$ cat src/rtl/snake_body_engine.sv
`default_nettype none
// ============================================================================
//  Module   : snake_body_engine
//  Purpose  : Parametrised snake movement/body engine. Holds up to MAX_LEN
//             body segments in a shift array, steps the head every TICK_DIV
//             enabled cycles, grows on target capture, flags wall/self
//             collision and answers registered cell queries for the colour mux.
//  Ports    : CLK, RESET (async, active-low)
//             ENABLE            - play (1) / pause (0)
//             DIRECTION[1:0]    - 00 up, 01 down, 10 left, 11 right
//             TARGET_X/Y        - target cell
//             QUERY_X/Y         - queried cell
//             QUERY_HIT[1:0]    - 00 empty, 01 body, 10 head, 11 target (reg)
//             REACHED_TARGET    - one-cycle pulse on capture, with STEP
//             BODY_HIT          - sticky collision flag
//             STEP              - one-cycle pulse per move
//             LENGTH, HEAD_X, HEAD_Y - current length and head cell
//  Revision : 1.0 - initial release
// ============================================================================
module snake_body_engine #(
  parameter int GRID_W   = 160,
  parameter int GRID_H   = 120,
  parameter int X_W      = 8,
  parameter int Y_W      = 7,
  parameter int MAX_LEN  = 32,
  parameter int LEN_W    = 6,
  parameter int INIT_LEN = 4,
  parameter int TICK_DIV = 5000000,
  parameter int WRAP     = 1
) (
  input  logic             CLK,
  input  logic             RESET,
  input  logic             ENABLE,
  input  logic [1:0]       DIRECTION,
  input  logic [X_W-1:0]   TARGET_X,
  input  logic [Y_W-1:0]   TARGET_Y,
  input  logic [X_W-1:0]   QUERY_X,
  input  logic [Y_W-1:0]   QUERY_Y,
  output logic [1:0]       QUERY_HIT,
  output logic             REACHED_TARGET,
  output logic             BODY_HIT,
  output logic             STEP,
  output logic [LEN_W-1:0] LENGTH,
  output logic [X_W-1:0]   HEAD_X,
  output logic [Y_W-1:0]   HEAD_Y
);

  localparam int         c_tick_w    = (TICK_DIV > 2) ? $clog2(TICK_DIV) : 1;
  localparam logic [1:0] c_dir_up    = 2'b00;
  localparam logic [1:0] c_dir_down  = 2'b01;
  localparam logic [1:0] c_dir_left  = 2'b10;
  localparam logic [1:0] c_dir_right = 2'b11;

  logic [X_W-1:0]      r_seg_x [MAX_LEN];
  logic [Y_W-1:0]      r_seg_y [MAX_LEN];
  logic [1:0]          r_dir;
  logic [c_tick_w-1:0] r_tick;
  logic [LEN_W-1:0]    r_len;
  logic                r_body_hit;
  logic                r_reached;
  logic                r_step;
  logic [1:0]          r_query_hit;

  logic                w_tick_done;
  logic                w_dir_opp;
  logic [1:0]          w_dir;
  logic [X_W-1:0]      w_nx;
  logic [Y_W-1:0]      w_ny;
  logic                w_edge;
  logic                w_grow;
  logic [LEN_W-1:0]    w_chk_len;
  logic                w_self;
  logic                w_die;
  logic                w_q_body;
  logic [1:0]          w_query_hit;

  assign w_tick_done = ENABLE && !r_body_hit && (r_tick == c_tick_w'(TICK_DIV - 1));

  // Same axis (bit 1 equal) but opposite sense (bit 0 differs) is a reversal.
  assign w_dir_opp = (DIRECTION[1] == r_dir[1]) && (DIRECTION[0] != r_dir[0]);
  assign w_dir     = w_dir_opp ? r_dir : DIRECTION;

  // Next head; w_edge marks a grid-edge crossing, whose coordinate is already
  // the wrapped one.
  always_comb begin
    w_nx   = r_seg_x[0];
    w_ny   = r_seg_y[0];
    w_edge = 1'b0;
    case (w_dir)
      c_dir_up: begin
        if (r_seg_y[0] == '0) begin
          w_ny   = Y_W'(GRID_H - 1);
          w_edge = 1'b1;
        end else begin
          w_ny = r_seg_y[0] - Y_W'(1);
        end
      end
      c_dir_down: begin
        if (r_seg_y[0] == Y_W'(GRID_H - 1)) begin
          w_ny   = '0;
          w_edge = 1'b1;
        end else begin
          w_ny = r_seg_y[0] + Y_W'(1);
        end
      end
      c_dir_left: begin
        if (r_seg_x[0] == '0) begin
          w_nx   = X_W'(GRID_W - 1);
          w_edge = 1'b1;
        end else begin
          w_nx = r_seg_x[0] - X_W'(1);
        end
      end
      default: begin
        if (r_seg_x[0] == X_W'(GRID_W - 1)) begin
          w_nx   = '0;
          w_edge = 1'b1;
        end else begin
          w_nx = r_seg_x[0] + X_W'(1);
        end
      end
    endcase
  end

  assign w_grow = (w_nx == TARGET_X) && (w_ny == TARGET_Y);

  // The tail vacates on a normal move, so it is only an obstacle when growing.
  assign w_chk_len = w_grow ? r_len : (r_len - LEN_W'(1));

  always_comb begin
    w_self = 1'b0;
    for (int i = 1; i < MAX_LEN; i++) begin
      if ((LEN_W'(i) < w_chk_len) && (r_seg_x[i] == w_nx) && (r_seg_y[i] == w_ny)) begin
        w_self = 1'b1;
      end
    end
  end

  assign w_die = w_self || (w_edge && (WRAP == 0));

  // Query decode against pre-move state; priority head > body > target.
  always_comb begin
    w_q_body = 1'b0;
    for (int i = 1; i < MAX_LEN; i++) begin
      if ((LEN_W'(i) < r_len) && (r_seg_x[i] == QUERY_X) && (r_seg_y[i] == QUERY_Y)) begin
        w_q_body = 1'b1;
      end
    end
    if ((r_seg_x[0] == QUERY_X) && (r_seg_y[0] == QUERY_Y)) begin
      w_query_hit = 2'b10;
    end else if (w_q_body) begin
      w_query_hit = 2'b01;
    end else if ((TARGET_X == QUERY_X) && (TARGET_Y == QUERY_Y)) begin
      w_query_hit = 2'b11;
    end else begin
      w_query_hit = 2'b00;
    end
  end

  always_ff @(posedge CLK or negedge RESET) begin
    if (!RESET) begin
      r_tick      <= '0;
      r_dir       <= c_dir_right;
      r_len       <= LEN_W'(INIT_LEN);
      r_body_hit  <= 1'b0;
      r_reached   <= 1'b0;
      r_step      <= 1'b0;
      r_query_hit <= 2'b00;
      for (int i = 0; i < MAX_LEN; i++) begin
        if (i < INIT_LEN) begin
          r_seg_x[i] <= X_W'(GRID_W / 2 - i);
          r_seg_y[i] <= Y_W'(GRID_H / 2);
        end else begin
          r_seg_x[i] <= '0;
          r_seg_y[i] <= '0;
        end
      end
    end else begin
      r_step      <= 1'b0;
      r_reached   <= 1'b0;
      r_query_hit <= w_query_hit;
      if (ENABLE && !r_body_hit) begin
        if (w_tick_done) begin
          r_tick <= '0;
          r_dir  <= w_dir;
          if (w_die) begin
            r_body_hit <= 1'b1;
          end else begin
            for (int i = 1; i < MAX_LEN; i++) begin
              r_seg_x[i] <= r_seg_x[i-1];
              r_seg_y[i] <= r_seg_y[i-1];
            end
            r_seg_x[0] <= w_nx;
            r_seg_y[0] <= w_ny;
            r_step     <= 1'b1;
            if (w_grow) begin
              r_reached <= 1'b1;
              if (r_len != LEN_W'(MAX_LEN)) begin
                r_len <= r_len + LEN_W'(1);
              end
            end
          end
        end else begin
          r_tick <= r_tick + c_tick_w'(1);
        end
      end
    end
  end

  assign QUERY_HIT      = r_query_hit;
  assign REACHED_TARGET = r_reached;
  assign BODY_HIT       = r_body_hit;
  assign STEP           = r_step;
  assign LENGTH         = r_len;
  assign HEAD_X         = r_seg_x[0];
  assign HEAD_Y         = r_seg_y[0];

endmodule
`default_nettype wire
$ cat config.mk
export PLATFORM = sky130hd
export DESIGN_NAME = snake_body_engine
export DESIGN_NICKNAME = d
export VERILOG_FILES = /design/src/rtl/snake_body_engine.sv
export SDC_FILE = /design/constraint.sdc
export NUM_CORES = 1
export LEC_CHECK = 0
export CORE_ASPECT_RATIO = 0.5
export CORE_MARGIN = 2
export CORE_UTILIZATION = 30
export CTS_BUF_LIST = sky130_fd_sc_hd__clkbuf_4
export DETAILED_ROUTE_END_ITERATION = 8
export GPL_TIMING_DRIVEN = 0
export PLACE_DENSITY_LB_ADDON = 0.08
export SYNTH_ARGS = -nofsm -noshare
export SYNTH_HDL_FRONTEND = slang
export SYNTH_SLANG_ARGS = --single-unit
$ cat constraint.sdc
create_clock -name CLK -period 13.3 [get_ports CLK]
set_input_delay 3.325 -clock CLK [delete_from_list [all_inputs] [get_ports CLK]]
set_output_delay 3.325 -clock CLK [all_outputs]
set_load 0.02 [all_outputs]
==> flow_summary.toml <==
[status]
status = "finished, violations left"
failed_checks = "capacitance limit, slew limit, setup timing"

[setup_path]
reg2regPathDepth = 23
critPathSlowestCell = "clkbuf_1"
crit_path_end_kind = "register"
critPathBufInv = 8
start_kind = "input pin"
cpPeakStageDelay_ns = 1.23
path_class = "input pin to register"
path_delay_family = "buffers and inverters"
crit_arrival_ns = 14.25
r2r_end = "HEAD_Y[0]"
timing.critical_path.fanout_max = 11
reg2reg_from = "HEAD_Y[1]"
crit_top_cell = "buf_2"
crit_chain = "clkdlybuf4s50_1 > mux2_2 > buf_2 > a21oi_1 > a21boi_2 > buf_2 > buf_2 > buf_2 > buf_2 > buf_2 > xnor2_1 > nor4_1 > nand4_1 > o31ai_1 > a211oi_1 > o221ai_1 > a222oi_1 > o21ai_1 > nor3_4 > clkbuf_1 > o21ai_0"
cp.required_ns = 14.20
r2r_slack_ns = 0.71
critPathLaunch = "DIRECTION[0]"

[power_and_ir_drop]
ir_worst_vdd_mv = 0.0780
total_leakage_power_uw = 0.0179
powerDensity_nw_per_um2 = 95.1
finalPower_uw = 3970

[global_route]
grt_pass1_wl_mm = 316
grt_start_max_net_pins = 108
overflow = 0
antenna_found_initial = 28
gr-usage-all-layers = 0.378
first_global_vias = 32456

[timing]
clock.fmax_mhz = 74.9
relSlewSlack = -0.0821
finClkSkew_ns = 0.116
fin_ws_ns = -0.0506
min_period_ns = 13.35
tightest_slew_ns = 1.60
fin_crit_sh = 1.00
setup_tns_ns = -0.0506
hold_viol = 0
rsz0062_at_grt = "no"
slew_violations = 53
setup_viol = 1

[yosys]
async_flop_share = 1.00
synthCells = 3673
ys.flop_type = "dfrtp_1"
synth-seq-cells = 516
ys.warnings.count = 0
seq_area_frac_synth = 0.351
synth_edf_count = 0
synth_cell_type_count = 101
synth_nets = 3717
synth.avg_cell_area_um2 = 10.1
synth.cell_area_um2 = 36900

[clock_network]
clock-sinks = 516
root_buffer = "clkbuf_4"
path_clk_slew_ns = 0.07
clk_latency_ns = 1.21
cts_tree = "yes"
cts_max_path_buffers = 3
hold_buffers = 0
cts_inserted_buffers = 142
cts_setup_buffers = 0
htreeDepth = 4
ctsResizeCount = 0

[placed_design]
placed_cell_area_um2 = 39900
gp_congestion = 1.02
dp_hpwl_mm = 179
placed_cells = 5347
io_buffer_count = 44

[hold_path]
min_delay_worst_endpoint = "r_tick[11]"
hp-class = "register to register"
min_from = "r_tick[11]"
hold_depth = 1

[cells_and_area]
design_area_um2 = 41700
final_cell_mix = "xnor2_1 (540), dfrtp_1 (482), xor2_1 (409), mux2_2 (307), clkbuf_4 (197)"
mostFrequentLayoutCell = "xnor2_1"
synthToLayoutAreaGrowth_pct = 13.0
stdcell_count = 5611
final_layout_size_suffix_gt1_frac = 0.207
fin_nets = 3927

[flow_run]
cap_violations = 9

[die]
start_util = 0.304
chipWidth_um = 500
pin_count = 61
fp.dieH_um = 252
dieArea_um2 = 126000
coreArea_um2 = 121000
rows = 90

[routing]
wl_per_cell_um = 43.3
drt_iter0_markers = 5795
drt-total-wl_mm = 243
ant_nets = 0
num_vias = 35079
vias_per_cell = 6.25
drc = 0
drt_pass1_iterations = 8
layer usage:
| layer | wire length [µm] | track usage | vias up |
|---|---|---|---|
| met3 | 33100 | 0.157 | 549 |
| met4 | 10600 | 0.158 | 20 |
| met5 | 604 | 0 | - |
| met1 | 107000 | 0.536 | 18246 |
| li1 | - | - | 13752 |
| met2 | 91500 | 0.493 | 2512 |
registers in the layout (all words and copies together), names as in the netlist:
| register | cells |
|---|---|
| BODY_HIT | 1 |
| HEAD_X | 8 |
| HEAD_Y | 7 |
| LENGTH | 6 |
| QUERY_HIT | 2 |
| REACHED_TARGET | 1 |
| STEP | 1 |
| r_dir | 2 |
| r_seg_x | 248 |
| r_seg_y | 217 |
| r_tick | 23 |
report_power, final:
group | internal [µW] | switching [µW] | leakage [µW]
combinational | 209 | 619 | 0.00990
sequential | 1580 | 17.6 | 0.00701
clock | 707 | 834 | 0.00102
logic make-up (layout without fill, tap and decap cells):
logic type	count (synthesis)	after routing	share of synthesized area
AOI/OAI and AO/OA	415	415	0.0795
xor gates and xnor gates	952	952	0.226
adders and majority gates	9	9	0.00305
buffers and inverters	297	610	0.0377
DFF	516	516	0.351
muxes	493	493	0.150
other	0	15	0
and+or+nand+nor	991	991	0.153
cell type report:
type | count | area (µm²)
clock buffer | 197 | 1480
fill | 12471 | 79600
clock inverter | 50 | 258
inverter | 40 | 150
antenna | 15 | 37.5
sequential | 516 | 13000
tap | 1610 | 2010
multi-input combinational | 2860 | 22700
timing repair buffer | 66 | 826
buffer | 257 | 1340
synth_stat cells, types with 16 or more instances:
cell type | instances | share of area
buf_2 | 68 | 0.0092
or4_1 | 16 | 0.0033
dfrtp_1 | 482 | 0.33
mux2i_1 | 28 | 0.0076
nand4_1 | 172 | 0.029
dfstp_2 | 34 | 0.024
buf_4 | 23 | 0.0047
nand4b_1 | 23 | 0.0055
nor3_1 | 82 | 0.011
inv_1 | 37 | 0.0038
a31oi_1 | 17 | 0.0029
o21ai_0 | 89 | 0.012
mux2_1 | 157 | 0.048
clkbuf_1 | 104 | 0.011
and3_1 | 38 | 0.0064
o2111ai_1 | 18 | 0.0043
nor4b_1 | 21 | 0.0050
buf_1 | 48 | 0.0049
a2111oi_0 | 20 | 0.0047
nand3_1 | 99 | 0.013
nand2_1 | 145 | 0.015
nor2_1 | 126 | 0.013
xor2_1 | 409 | 0.097
or3_1 | 29 | 0.0049
xnor2_1 | 540 | 0.13
mux2_2 | 307 | 0.094
nor4_1 | 124 | 0.021
a21oi_1 | 76 | 0.010
worst max-delay path by stage:
stage                              end  slack (ns)  cells after the start
final                        HEAD_Y[0]       -0.05                     21
after global routing         HEAD_Y[0]        0.35                     21
after CTS                    HEAD_Y[0]        0.39                     21
after detailed placement     HEAD_Y[0]       -0.83                     21
after global placement     r_seg_x[11]      -16.44                      1
after floorplan           r_seg_x[156]        5.12                     19
through the flow:
stage,util,hold slack [ns],setup slack [ns]
2_1_floorplan,-,0.444,5.12
3_3_place_gp,0.325,0.472,-16.44
3_5_place_dp,0.329,0.471,-0.830
4_1_cts,0.343,0.485,0.388
5_1_grt,0.344,0.527,0.347
6_report,0.344,0.478,-0.0506
worst reg2reg max path, stage by stage (launching register included):
cell      delay (ns)
dfrtp_1         0.45
clkbuf_1        1.08
inv_1           0.24
ha_1            0.27
clkbuf_1        0.21
a31o_2          0.26
a211o_1         0.30
a21boi_2        0.75
buf_2           0.73
buf_2           0.73
buf_2           0.78
buf_2           0.77
buf_2           0.71
xnor2_1         0.28
nor4_1          0.09
nand4_1         0.47
o31ai_1         0.33
a211oi_1        0.28
o221ai_1        0.18
a222oi_1        0.59
o21ai_1         0.25
nor3_4          1.12
clkbuf_1        1.24
o21ai_0         0.28
Power figures use the tool's default switching activity.
